<file path="src/rtl/calc_key_sequencer_if.sv">
// Operand/key inputs and result/status outputs of the key calculator controller.
// The master side drives switches and keys; the slave side is the controller.
interface calc_key_sequencer_if #(
    parameter int unsigned WIDTH = 8
);
    logic [WIDTH-1:0] sw;
    logic [3:0]       key;
    logic [WIDTH-1:0] operand_a;
    logic [WIDTH-1:0] operand_b;
    logic [WIDTH-1:0] result;
    logic             carry;
    logic             op_sub;
    logic             result_valid;
    logic [1:0]       state;
    logic [7:0]       disp_blank;

    modport master (
        output sw, key,
        input  operand_a, operand_b, result, carry, op_sub, result_valid, state, disp_blank
    );

    modport slave (
        input  sw, key,
        output operand_a, operand_b, result, carry, op_sub, result_valid, state, disp_blank
    );
endinterface

</file>
<file path="src/rtl/calc_key_sequencer.sv">
// Key debouncer plus operand/result sequencer for the switch/key calculator.
// Keys: [3]=ENTER, [2]=ACCUM, [1]=CLEAR, [0]=OP toggle.
module calc_key_sequencer #(
    parameter int unsigned DEBOUNCE_CYCLES = 250000,
    parameter int unsigned WIDTH           = 8
) (
    input logic                 clk,
    input logic                 rst_n,
    calc_key_sequencer_if.slave bus
);
    localparam int unsigned CNT_W = (DEBOUNCE_CYCLES > 2) ? $clog2(DEBOUNCE_CYCLES) : 1;
    localparam logic [CNT_W-1:0] CNT_MAX = CNT_W'(DEBOUNCE_CYCLES - 1);

    localparam logic [7:0] BLANK_IDLE   = 8'b0011_1111;
    localparam logic [7:0] BLANK_HAVE_A = 8'b0000_0111;
    localparam logic [7:0] BLANK_RESULT = 8'b0000_0000;

    typedef enum logic [1:0] {
        StIdle    = 2'd0,
        StHaveA   = 2'd1,
        StResult  = 2'd2,
        StIllegal = 2'd3
    } state_e;

    // Key synchroniser, debounce counters and press pulses.
    logic [3:0]       r_sync1;
    logic [3:0]       r_sync2;
    logic [3:0]       r_level;
    logic [3:0]       r_press;
    logic [CNT_W-1:0] r_cnt [4];

    always_ff @(posedge clk) begin
        if (!rst_n) begin
            r_sync1 <= '0;
            r_sync2 <= '0;
            r_level <= '0;
            r_press <= '0;
            for (int i = 0; i < 4; i++) begin
                r_cnt[i] <= '0;
            end
        end else begin
            r_sync1 <= bus.key;
            r_sync2 <= r_sync1;
            for (int i = 0; i < 4; i++) begin
                r_press[i] <= 1'b0;
                if (r_sync2[i] == r_level[i]) begin
                    r_cnt[i] <= '0;
                end else if (r_cnt[i] == CNT_MAX) begin
                    r_cnt[i]   <= '0;
                    r_level[i] <= r_sync2[i];
                    r_press[i] <= r_sync2[i];
                end else begin
                    r_cnt[i] <= r_cnt[i] + 1'b1;
                end
            end
        end
    end

    // Only the highest-priority event of a cycle acts: CLEAR > ENTER > ACCUM > OP.
    logic w_ev_clr;
    logic w_ev_ent;
    logic w_ev_acc;
    logic w_ev_op;

    assign w_ev_clr = r_press[1];
    assign w_ev_ent = r_press[3] & ~r_press[1];
    assign w_ev_acc = r_press[2] & ~r_press[3] & ~r_press[1];
    assign w_ev_op  = r_press[0] & ~(|r_press[3:1]);

    function automatic logic [WIDTH:0] alu(input logic [WIDTH-1:0] x,
                                           input logic [WIDTH-1:0] y,
                                           input logic             sub);
        // Bit WIDTH is carry for add and borrow (x < y) for subtract.
        return sub ? ({1'b0, x} - {1'b0, y}) : ({1'b0, x} + {1'b0, y});
    endfunction

    function automatic logic [7:0] blank_for(input state_e s);
        case (s)
            StHaveA:  return BLANK_HAVE_A;
            StResult: return BLANK_RESULT;
            default:  return BLANK_IDLE;
        endcase
    endfunction

    state_e           r_state;
    state_e           w_state_d;
    logic [WIDTH-1:0] r_a;
    logic [WIDTH-1:0] r_b;
    logic [WIDTH-1:0] r_result;
    logic             r_carry;
    logic             r_op_sub;
    logic             r_valid;
    logic [7:0]       r_blank;
    logic [WIDTH-1:0] w_a_d;
    logic [WIDTH-1:0] w_b_d;
    logic [WIDTH-1:0] w_result_d;
    logic             w_carry_d;
    logic             w_op_sub_d;
    logic             w_valid_d;

    // State register.
    always_ff @(posedge clk) begin
        if (!rst_n) begin
            r_state <= StIdle;
        end else begin
            r_state <= w_state_d;
        end
    end

    // Next-state logic.
    always_comb begin
        w_state_d = r_state;
        if (w_ev_clr) begin
            w_state_d = StIdle;
        end else begin
            case (r_state)
                StIdle: begin
                    if (w_ev_ent) w_state_d = StHaveA;
                end
                StHaveA: begin
                    if (w_ev_ent) w_state_d = StResult;
                end
                StResult: begin
                    if (w_ev_ent || w_ev_acc) w_state_d = StHaveA;
                end
                default: w_state_d = StIdle;
            endcase
        end
    end

    // Datapath next values driven by the current state and event.
    always_comb begin
        w_a_d      = r_a;
        w_b_d      = r_b;
        w_result_d = r_result;
        w_carry_d  = r_carry;
        w_op_sub_d = r_op_sub;
        w_valid_d  = 1'b0;
        if (w_ev_clr || (r_state == StIllegal)) begin
            w_a_d      = '0;
            w_b_d      = '0;
            w_result_d = '0;
            w_carry_d  = 1'b0;
            w_op_sub_d = 1'b0;
        end else begin
            case (r_state)
                StIdle: begin
                    if (w_ev_ent) w_a_d = bus.sw;
                    if (w_ev_op)  w_op_sub_d = ~r_op_sub;
                end
                StHaveA: begin
                    if (w_ev_ent) begin
                        w_b_d                   = bus.sw;
                        {w_carry_d, w_result_d} = alu(r_a, bus.sw, r_op_sub);
                        w_valid_d               = 1'b1;
                    end
                    if (w_ev_op) w_op_sub_d = ~r_op_sub;
                end
                StResult: begin
                    if (w_ev_ent) begin
                        w_a_d = bus.sw;
                        w_b_d = '0;
                    end
                    if (w_ev_acc) begin
                        w_a_d = r_result;
                        w_b_d = '0;
                    end
                    if (w_ev_op) begin
                        w_op_sub_d              = ~r_op_sub;
                        {w_carry_d, w_result_d} = alu(r_a, r_b, ~r_op_sub);
                        w_valid_d               = 1'b1;
                    end
                end
                default: ;
            endcase
        end
    end

    always_ff @(posedge clk) begin
        if (!rst_n) begin
            r_a      <= '0;
            r_b      <= '0;
            r_result <= '0;
            r_carry  <= 1'b0;
            r_op_sub <= 1'b0;
            r_valid  <= 1'b0;
            r_blank  <= BLANK_IDLE;
        end else begin
            r_a      <= w_a_d;
            r_b      <= w_b_d;
            r_result <= w_result_d;
            r_carry  <= w_carry_d;
            r_op_sub <= w_op_sub_d;
            r_valid  <= w_valid_d;
            r_blank  <= blank_for(w_state_d);
        end
    end

    assign bus.operand_a    = r_a;
    assign bus.operand_b    = r_b;
    assign bus.result       = r_result;
    assign bus.carry        = r_carry;
    assign bus.op_sub       = r_op_sub;
    assign bus.result_valid = r_valid;
    assign bus.state        = r_state;
    assign bus.disp_blank   = r_blank;
endmodule

</file>
<file path="src/flat_wrapper.sv">
// flat-port wrapper written by rule: the top's interface ports become plain ports
module calc_key_sequencer_flat 
#(
    parameter int unsigned DEBOUNCE_CYCLES = 250000,
    parameter int unsigned WIDTH           = 8
)
  (clk, rst_n, bus_sw, bus_key, bus_operand_a, bus_operand_b, bus_result, bus_carry, bus_op_sub, bus_result_valid, bus_state, bus_disp_blank);
  calc_key_sequencer_if #(.WIDTH(WIDTH)) bus_i ();
  input logic clk;
  input logic rst_n;
  input wire logic [$bits(bus_i.sw)-1:0] bus_sw;
  input wire logic [$bits(bus_i.key)-1:0] bus_key;
  output wire logic [$bits(bus_i.operand_a)-1:0] bus_operand_a;
  output wire logic [$bits(bus_i.operand_b)-1:0] bus_operand_b;
  output wire logic [$bits(bus_i.result)-1:0] bus_result;
  output wire logic [$bits(bus_i.carry)-1:0] bus_carry;
  output wire logic [$bits(bus_i.op_sub)-1:0] bus_op_sub;
  output wire logic [$bits(bus_i.result_valid)-1:0] bus_result_valid;
  output wire logic [$bits(bus_i.state)-1:0] bus_state;
  output wire logic [$bits(bus_i.disp_blank)-1:0] bus_disp_blank;
  assign bus_i.sw = bus_sw;
  assign bus_i.key = bus_key;
  assign bus_operand_a = bus_i.operand_a;
  assign bus_operand_b = bus_i.operand_b;
  assign bus_result = bus_i.result;
  assign bus_carry = bus_i.carry;
  assign bus_op_sub = bus_i.op_sub;
  assign bus_result_valid = bus_i.result_valid;
  assign bus_state = bus_i.state;
  assign bus_disp_blank = bus_i.disp_blank;
  calc_key_sequencer #(.DEBOUNCE_CYCLES(DEBOUNCE_CYCLES), .WIDTH(WIDTH)) u_core (.clk(clk), .rst_n(rst_n), .bus(bus_i));
endmodule
</file>
<file path="config.mk">
export PLATFORM = sky130hd
export DESIGN_NAME = calc_key_sequencer_flat
export DESIGN_NICKNAME = d
export VERILOG_FILES = /design/src/rtl/calc_key_sequencer_if.sv /design/src/rtl/calc_key_sequencer.sv /design/src/flat_wrapper.sv
export SDC_FILE = /design/constraint.sdc
export NUM_CORES = 1
export LEC_CHECK = 0
export CAP_MARGIN = 20
export CORE_MARGIN = 2
export CORE_UTILIZATION = 50
export CTS_BUF_LIST = sky130_fd_sc_hd__clkbuf_8
export CTS_CLUSTER_SIZE = 25
export DETAILED_ROUTE_END_ITERATION = 7
export PLACE_DENSITY = 0.67
export SLEW_MARGIN = 20
export SYNTH_ARGS = -nofsm -noshare
export SYNTH_HDL_FRONTEND = slang
export SYNTH_SLANG_ARGS = --single-unit
</file>
<file path="constraint.sdc">
create_clock -name clk -period 4.1 [get_ports clk]
set_input_delay 1.025 -clock clk [delete_from_list [all_inputs] [get_ports clk]]
set_output_delay 1.025 -clock clk [all_outputs]
set_load 0.1 [all_outputs]
</file>
==> out/metrics.cfg, run 1 <==
[setup_path]
critPathSlowestCell=clkdlybuf4s50_1
path_class=in -> reg
r2r_slack_ps=1010
rr_worst_depth=8
path_cells=clkdlybuf4s50_1, inv_1, ha_1, mux2i_1, fa_1, a21o_1, a221oi_1, a21oi_1, xnor2_1, mux2i_1, a211oi_1
cp.required_ps=4450
r2r-start=u_core.bus.state[0]$_SDFF_PN0_
start_kind=primary input
critical_path.max_fanout=5
cp.arrival_ps=3880
timing.rr.end=u_core.bus.disp_blank[4]$_SDFF_PN1_
path_common_cell=mux2i_1
crit_path_end_kind=flop
cpPeakStageDelay_ps=590

[drt]
drc_errors=0
drt-total-wl_um=14000
drtPass1Iterations=4
detail-route-antenna-nets=0
wl_per_cell_um=14.0
drtIter0Drc=320
dr_total_vias=5189
via_per_inst=5.18

[power_and_ir_drop]
ir_worst_vdd_v=0.000188
finalPower_mw=2.55
leakage_nw=3.05
p_int_mw=1.95
p_comb_share_pct=5.4
clkPwrFrac_pct=42.2
swShare_pct=23.3
power.share.sequential_pct=52.4
switchingPower_uw=594
p_per_area_nw_per_um2=322

[die]
ios=51
fp.coreArea_um2=13100
die_y_um=119
rows=42
fp.dieW_um=119
initial_utilization_pct=50.7
die_area_um2=14300

[clock_network]
ctsHoldBuffers=0
cts.path.max_buffers=2
h-tree-depth=4
clkSinkCount=119
cts_setup_buffers=0
clk_pin_slew_ps=70
cts_root_buf=clkbuf_8
cts_tree=built
cts_buffers=17
clk_latency_ps=430
cts_resized=0

[sta]
timing.final.crit_share_pct=86.2
slew_violations=0
max_slew_margin_pct=32.8
rsz0062_at_grt=false
setup_violations=0
worstMarginPinSlew_ps=1010
finClkSkew_ps=8.01
hold_violations=0
holdWs_ps=432
fmaxAchievable_ghz=0.283
post-route-min-period_ps=3540
fin_tns_setup_ps=0

[finish]
fin_nets=855
antenna_cells=0
synthToLayoutAreaGrowth_pct=18.7
drive_gt1_share_pct=4.97
fin_area_um2=7910

[min_path]
hold_depth=1
min_path_type=reg -> reg
hold_end=u_core.r_sync2[2]$_SDFF_PN0_
min-delay-start=u_core.r_sync1[2]$_SDFF_PN0_

[yosys]
yosysMostFrequentCell=nor2_1
ys_seq_elements=119
synth_edf_count=72
netlist_area_um2=6670
yosysTopAreaCellShare_pct=32.4
yosysUniqueCellTypes=51
seq_area_frac_synth_pct=46.5
synthCells=694
avgSynthCellArea_um2=9.61
synth_ff_type=edfxtp_1
yosys-top-cells-area=edfxtp_1 (32%), dfxtp_1 (14%), nor2_1 (7.5%)
async_reset_ff_share_pct=0
yosysTopAreaCell=edfxtp_1
ys_warn_count=0
yosys-top-cells-count=nor2_1 (134), edfxtp_1 (72), dfxtp_1 (47), xor2_1 (47), xnor2_1 (40)

[placed_design]
dp_hpwl_um=10400
place_area_um2=7520
gp_congestion=0.886
io_buffers=48

[grt]
grt_pass1_wl_um=23300
grt_overflow=0
grt_antenna_before_repair=0
grt_max_degree=25
grt_pass1_vias=4999
grt.total_usage_pct=20.5

[run_status]
outcome=complete, no violations

[flow_run]
cap_violations=0

-- cell type report --
class,instances,area (µm²)
multi-input combinational,598,3590
clock inverter,15,163
sequential,119,3100
fill,1162,5230
timing repair buffer,53,515
inverter,23,86.3
clock buffer,17,234
tap,176,220
-- how the worst max path moves through the flow --
stage,from,slack (ps),to,cells after the start
floorplan,u_core.bus.op_sub$_SDFFE_PP0P_,740,u_core.bus.result[7]$_SDFFE_PP0P_,11
global placement,bus_sw[0],270,u_core.bus.result[7]$_SDFFE_PP0P_,12
detailed placement,bus_sw[0],170,u_core.bus.carry$_SDFFE_PP0P_,11
CTS,bus_sw[0],610,u_core.bus.carry$_SDFFE_PP0P_,11
global route,bus_sw[0],340,u_core.bus.result[7]$_SDFFE_PP0P_,12
finish,bus_sw[0],560,u_core.bus.carry$_SDFFE_PP0P_,11
-- cells by family (layout without fill, tap and decap cells) --
kind of cell	Yosys count	in the layout	synth area share, %
AND/OR/NAND/NOR	302	302	22.0
flip-flops	119	119	46.5
AO/OA/AOI/OAI	97	97	9.27
XOR/XNOR	87	87	11.4
buffers and inverters	49	108	3.64
adder cells (fa/ha/maj)	29	29	5.67
multiplexers	9	9	1.37
other	2	74	0.113
-- power groups by stage --
| stage | clock network, mW | logic (mW) | registers, mW |
|---|---|---|---|
| floorplan | 0 | 0.101 | 1.35 |
| global placement | 0 | 0.133 | 1.36 |
| detailed placement | 0 | 0.134 | 1.36 |
| CTS | 1.10 | 0.135 | 1.33 |
| global route | 1.15 | 0.153 | 1.34 |
| finish | 1.07 | 0.137 | 1.34 |
-- critical path: cells and delay by family --
family          cells  cell delay [ps]
mux                 2              200
compound gates      4             1020
xor+xnor            1              190
fa+ha+maj           2              770
buf+inv             2              670
-- per-layer routing --
layer | wire [µm] | share of wire, % | global-route usage [%]
met1 | 6400 | 46 | 26.1
met3 | 623 | 4.5 | 4.84
met4 | 376 | 2.7 | 9.93
met2 | 6570 | 47 | 32.9
met5 | 0 | 0 | 0
-- cells in the final DEF (no fill, tap or decap), types with 12 or more instances in the layout --
master,count
nor2_1,134
conb_1,74
edfxtp_1,72
xor2_1,47
clkdlybuf4s50_1,47
dfxtp_1,47
xnor2_1,40
a21oi_1,35
nand2_1,34
nand3_1,33
ha_1,27
inv_1,25
and3_1,17
clkbuf_8,17
a211oi_1,16
o21ai_0,15
nor3_1,12
nand4_1,12
-- flip-flops by register name, indices dropped and copies added, names as in the netlist, 4 cells and up --
register,count
u_core.r_sync1,4
u_core.r_sync2,4
u_core.r_level,4
u_core.bus.operand_b,8
u_core.bus.operand_a,8
u_core.bus.result,8
u_core.r_cnt,72
u_core.r_press,4
-- through the flow --
step	std cells	worst slack (ps)	util, %
CTS	1001	612	60.2
global placement	969	268	57.2
finish	1001	565	60.2
detailed placement	969	173	57.2
global route	1001	341	60.2
floorplan	766	743	-
(Power assumes the default switching activity.)
==> run 2: changes to the inputs <==
--- a/config.mk
+++ b/config.mk
@@ -11,7 +11,9 @@
 export CTS_BUF_LIST = sky130_fd_sc_hd__clkbuf_8
 export CTS_CLUSTER_SIZE = 25
 export DETAILED_ROUTE_END_ITERATION = 7
-export PLACE_DENSITY = 0.67
+export GPL_TIMING_DRIVEN = 1
+export PLACE_DENSITY = 0.7
+export SETUP_SLACK_MARGIN = 0.05
 export SLEW_MARGIN = 20
 export SYNTH_ARGS = -nofsm -noshare
 export SYNTH_HDL_FRONTEND = slang
==> constraint.sdc (replaced) <==
create_clock -name clk -period 2.9 [get_ports clk]
set_input_delay 0.725 -clock clk [delete_from_list [all_inputs] [get_ports clk]]
set_output_delay 0.725 -clock clk [all_outputs]
set_load 0.1 [all_outputs]
==> out/metrics.cfg, run 2 (synthesis results as in run 1) <==
[drt]
drc_errors=0  ; unchanged
drt-total-wl_um=14700  ; +5.3%
dr_total_vias=5365  ; +3.4%
via_per_inst=5.24  ; +1.1%
wl_per_cell_um=14.4  ; +3.0%
drtPass1Iterations=5  ; +1
drtIter0Drc=380  ; +19%
detail-route-antenna-nets=0  ; unchanged

[power_and_ir_drop]
p_per_area_nw_per_um2=451  ; +40%
ir_worst_vdd_v=0.000282  ; +50%
finalPower_mw=3.65  ; +44%
leakage_nw=3.26  ; +6.8%

[finish]
layout_commonest_cell=nor2_1
fillerInstances=1175  ; +1.1%
fin_nets=878  ; +2.7%
regMostFlops=u_core.r_cnt
largest_register_ffs=72  ; unchanged
antenna_cells=0  ; unchanged
synthToLayoutAreaGrowth_pct=21.5
drive_gt1_share_pct=13.3  ; +8.4 points
fin_util_pct=61.6  ; +1.4 points
final_cell_mix=nor2_1 (132), conb_1 (74), edfxtp_1 (72), buf_4 (61), xor2_1 (47)
ff_latch_area_um2=3110  ; +0.20%
stdcell_count=1024  ; +2.3%
multi_input_comb_area_um2=3650  ; +1.6%

[sta]
slew_violations=0  ; unchanged
hold_violations=0  ; unchanged
rsz0062_at_grt=false
finClkSkew_ps=10.8  ; +2.79 ps
timing.final.crit_share_pct=92.9
worstMarginPinSlew_ps=713  ; -292 ps
setup_violations=0  ; unchanged
post-route-min-period_ps=2690
max_slew_margin_pct=52.5  ; +20 points
fmaxAchievable_ghz=0.371

[clock_network]
ctsHoldBuffers=0  ; unchanged
clkSinkCount=119  ; unchanged
cts_buffers=17  ; unchanged
cts_tree=built
cts_root_buf=clkbuf_8
clk_pin_slew_ps=70  ; about the same
h-tree-depth=4  ; unchanged
cts_setup_buffers=0  ; unchanged
clk_latency_ps=440  ; about the same
cts.path.max_buffers=2  ; unchanged

[setup_path]
start_kind=primary input
crit_path_end_kind=flop
cp.arrival_ps=3050  ; -830 ps
cp.required_ps=3250  ; -1200 ps
critical_path.max_fanout=3  ; -2
path_class=in -> reg

[flow_run]
cap_violations=0  ; unchanged

[die]
initial_utilization_pct=50.7  ; unchanged
rows=42  ; unchanged
fp.dieW_um=119  ; unchanged
die_area_um2=14300  ; unchanged
die_y_um=119  ; unchanged
ios=51  ; unchanged
fp.coreArea_um2=13100  ; unchanged

[grt]
grt_max_degree=21  ; -16%
gr-usage-met1_pct=27.2  ; +1.1 points
grtUsageMet2_pct=36.3  ; +3.4 points
grt.total_usage_pct=21.6  ; +1.1 points
grt_overflow=0  ; unchanged
grt_pass1_wl_um=24600  ; +5.4%
busiest_layer=met2
grt_pass1_vias=5195  ; +3.9%
grt_antenna_before_repair=0  ; unchanged
gr-usage-met3_pct=5.51  ; +0.67 points

[placed_design]
dp.cells=992  ; +2.4%
io_buffers=48  ; unchanged
dp_hpwl_um=11000  ; +5.8%
gp_congestion=0.859  ; -3.1%

[run_status]
outcome=complete, no violations

[min_path]
min_path_type=reg -> reg

[run 2: final timing paths]
kind	from	end	slack (ps)	depth (start not counted)
max	bus_sw[1]	u_core.bus.result[7]$_SDFFE_PP0P_	210	14
min	u_core.r_sync1[2]$_SDFF_PN0_	u_core.r_sync2[2]$_SDFF_PN0_	440	1
max reg2reg	u_core.bus.operand_b[0]$_SDFFE_PP0P_	u_core.bus.result[7]$_SDFFE_PP0P_	210	10
min reg2reg	u_core.r_sync1[2]$_SDFF_PN0_	u_core.r_sync2[2]$_SDFF_PN0_	440	1
[run 2: repair_timing]
action	in CTS	in global routing
endpoints found under the setup margin	3	3
resized for setup	10	7
pin swaps	5	11
[run 2: per-layer routing]
layer,wire length [µm],part of all wire (%)
met1,6590,45
met2,7330,50
met3,590,4.0
met4,213,1.4
met5,0,0
[run 2: report_power, final]
part / leakage, nW / switching [mW] / internal, mW
clock network: 0.201 / 0.679 / 0.862
registers: 1.12 / 0.0482 / 1.84
logic: 1.93 / 0.125 / 0.102
[run 2: area by class of cell]
cell class,instances,share of cell area (%)
multi-input combinational,598,45.1
inverter,23,1.07
tap,176,2.72
sequential,119,38.4
clock inverter,14,1.96
clock buffer,18,3.06
timing repair buffer,76,7.71
[run 2: per-stage QoR]
stage | hold slack (ps) | setup WS, ps | instance area (µm²) | setup TNS, ps
floorplan | 412 | 47.6 | 6950 | 0
global placement | 417 | -518 | 7630 | -2160
detailed placement | 424 | -556 | 7630 | -2200
CTS | 442 | 43.6 | 8070 | 0
global route | 456 | 64.9 | 8100 | 0
finish | 438 | 205 | 8100 | 0
[run 2: critical path, cell delays in order]
cell           delay, ps
dlygate4sd2_1        260
buf_4                150
buf_4                140
nor3_2               160
nor2_1                60
xnor2_1              210
ha_1                 270
buf_4                150
o21ai_0              100
a21oi_2               80
a221oi_2             230
xor2_1               100
a31o_2               240
a211oi_1             190
==> variant (flow settings as in run 1) <==
Take the reset off `r_result` and load it in a clocked block of its own.
--- a/src/rtl/calc_key_sequencer.sv
+++ b/src/rtl/calc_key_sequencer.sv
@@ -182,3 +182,2 @@
             r_b      <= '0;
-            r_result <= '0;
             r_carry  <= 1'b0;
@@ -190,3 +189,2 @@
             r_b      <= w_b_d;
-            r_result <= w_result_d;
             r_carry  <= w_carry_d;
@@ -196,2 +194,6 @@
         end
+    end
+
+    always_ff @(posedge clk) begin
+        r_result <= w_result_d;
     end
Check against the original RTL: no difference found for any inputs over 10 cycles, from zero or initial values and one cycle with rst_n low; that may be too few to reach the edited logic, so the function may still have changed.
==> variant against run 1 <==
Wire length grew 0.30%. First-iteration DRC count is 13% lower. Synthesized cell count grew 0.58%. Worst setup slack better by 0.19 ns. Sequential cell count is the same. Utilization rose by 0.18 points. Power is 5.9% higher. Cell area increased by 0.30%. Synthesized area decreased by 0.23%.
==> variant: results (changes against run 1) <==
Run status
  – Status: completed

Setup path
  – Slowest CP cell: clkdlybuf4s50_1
  – WP data arrival: 3.70 ns (-0.18 ns)
  – Worst path max stage delay: 0.51 ns (-0.08 ns)
  – CP delay by family, top: simple AND/OR/NAND/NOR gates
  – Reg2Reg Depth: 8 (unchanged)

Route
  – Wl on met1: 6.479 mm (+1.2%)
  – Met3 wire len: 568 um (-8.8%)
  – Drt initial violations: 278 (-13%)
  – TritonRoute pass-1 iters: 7 (+3)
  – Met2 wire length: 6.677 mm (+1.6%)
  – Max Used Layer: met4
  – Via count: 5,258 (+1.3%)
  – Routed WL: 14.02 mm (+0.30%)

Synthesis
  – Synth area leaders: edfxtp_1 33%, dfxtp_1 14%, nor2_1 8.1%, xor2_1 6.7%, ha_1 5.1%
  – Ys flop type: edfxtp_1
  – List of most frequent post-synthesis cells: 143 x nor2_1, 72 x edfxtp_1, 51 x xor2_1
  – Library cells used by synthesis: 60 (+18%)
  – Register area share after synthesis: 0.4665 (+0.001051)

Global route
  – Largest net degree at the start of global routing: 33 (+32%)
  – First-pass GRT wire length: 23.05 mm (-1.2%)
  – Vias in the first global route: 5,009 (+0.20%)
  – Gr usage total: 0.2033 (-0.001882)

Placement
  – HPWL after detailed placement: 10.20 mm (-2.1%)
  – Placement-stage cell area: 7530 sq um (+0.18%)
  – Final GP Congestion: 0.9662 (+9.0%)

Pwr
  – VDD IR max: 0.0002610 V (+39%)
  – NetSw: 0.0006912 W (+16%)
  – P_leak: 3.054 nW (+0.11%)

Clock network
  – CTS Buf Count: 17 (unchanged)
  – Clock Tree Root: clkbuf_8
  – Setup bufs post-CTS: 0 (unchanged)
  – Clock Latency Late Sink: between 0.4 and 0.5 ns

Timing
  – Worst-margin pin slew: 0.9779 ns (-0.02753 ns)
  – Clock Skew: 0.008688 ns (+0.0006781 ns)
  – Sum Neg Setup Slack: 0 ns (unchanged)

Final layout
  – Share of layout cells above drive strength 1: 0.05301 (+0.003315)
  – Nets: 860 (+0.58%)
  – FILL cells: 1,148 (-1.2%)

Worst hold path
  – Hold path depth: 1 (unchanged)
-- variant: cell types whose count changed in the layout (fill, tap and decap cells not counted), moves of 4 or more --
cell / delta
and3_1: -7
xor2_1: +4
nor2_1: +9
nand3_1: +5
a211oi_1: -7
a21o_1: -5
nor3_1: +5
or3_1: -7
-- variant: area by class of cell --
class	count	share of cell area
inverter	22	0.01041
tap	176	0.02775
clock inverter	14	0.02002
timing repair buffer	51	0.06306
sequential	119	0.3910
multi-input combinational	606	0.4566
clock buffer	18	0.03122
-- variant: cells by family after synthesis --
logic type / after synthesis / share of synthesized area
AND/OR/NAND/NOR: 317 / 0.2287
flip-flops: 119 / 0.4665
AO/OA/AOI/OAI: 91 / 0.09086
XOR/XNOR: 88 / 0.1159
buffers and inverters: 45 / 0.02934
adder cells (fa/ha/maj): 29 / 0.05681
multiplexers: 7 / 0.01072
other: 2 / 0.001129
-- variant: worst paths after layout --
| check | start | end | slack, ns |
|---|---|---|---|
| worst max-delay path | bus_sw[2] | u_core.bus.carry | 0.76 |
| worst min-delay path | u_core.r_sync1[3] | u_core.r_sync2[3] | 0.44 |
| worst max register to register | u_core.bus.op_sub | u_core.bus.result[5] | 1.23 |
| worst min register to register | u_core.r_sync1[3] | u_core.r_sync2[3] | 0.44 |
-- variant: metal layers --
layer / GRT usage / vias to the layer above
li1: - / 2635
met1: 0.2592 / 2481
met2: 0.3376 / 118
met3: 0.04550 / 24
met4: 0.07794 / 0
met5: 0 / -
-- variant: power groups by stage --
stage | combinational [W] | sequential (W) | clock [W]
2_1_floorplan | 0.000111 | 0.00145 | 0
3_3_place_gp | 0.000241 | 0.00138 | 0
3_5_place_dp | 0.000242 | 0.00138 | 0
4_1_cts | 0.000244 | 0.00136 | 0.00112
5_1_grt | 0.000264 | 0.00136 | 0.00116
6_report | 0.000246 | 0.00136 | 0.00109
-- variant: per-stage QoR --
stage                       util  std cells  hold WS, ns  setup WS [ns]
after CTS                 0.6041       1006       0.4404         0.7830
final                     0.6041       1006       0.4358         0.7569
after global routing      0.6041       1006       0.4493         0.5410
after global placement    0.5731        974       0.4147         0.4116
after floorplan                -        770       0.4119         0.9109
after detailed placement  0.5731        974       0.4233         0.3379
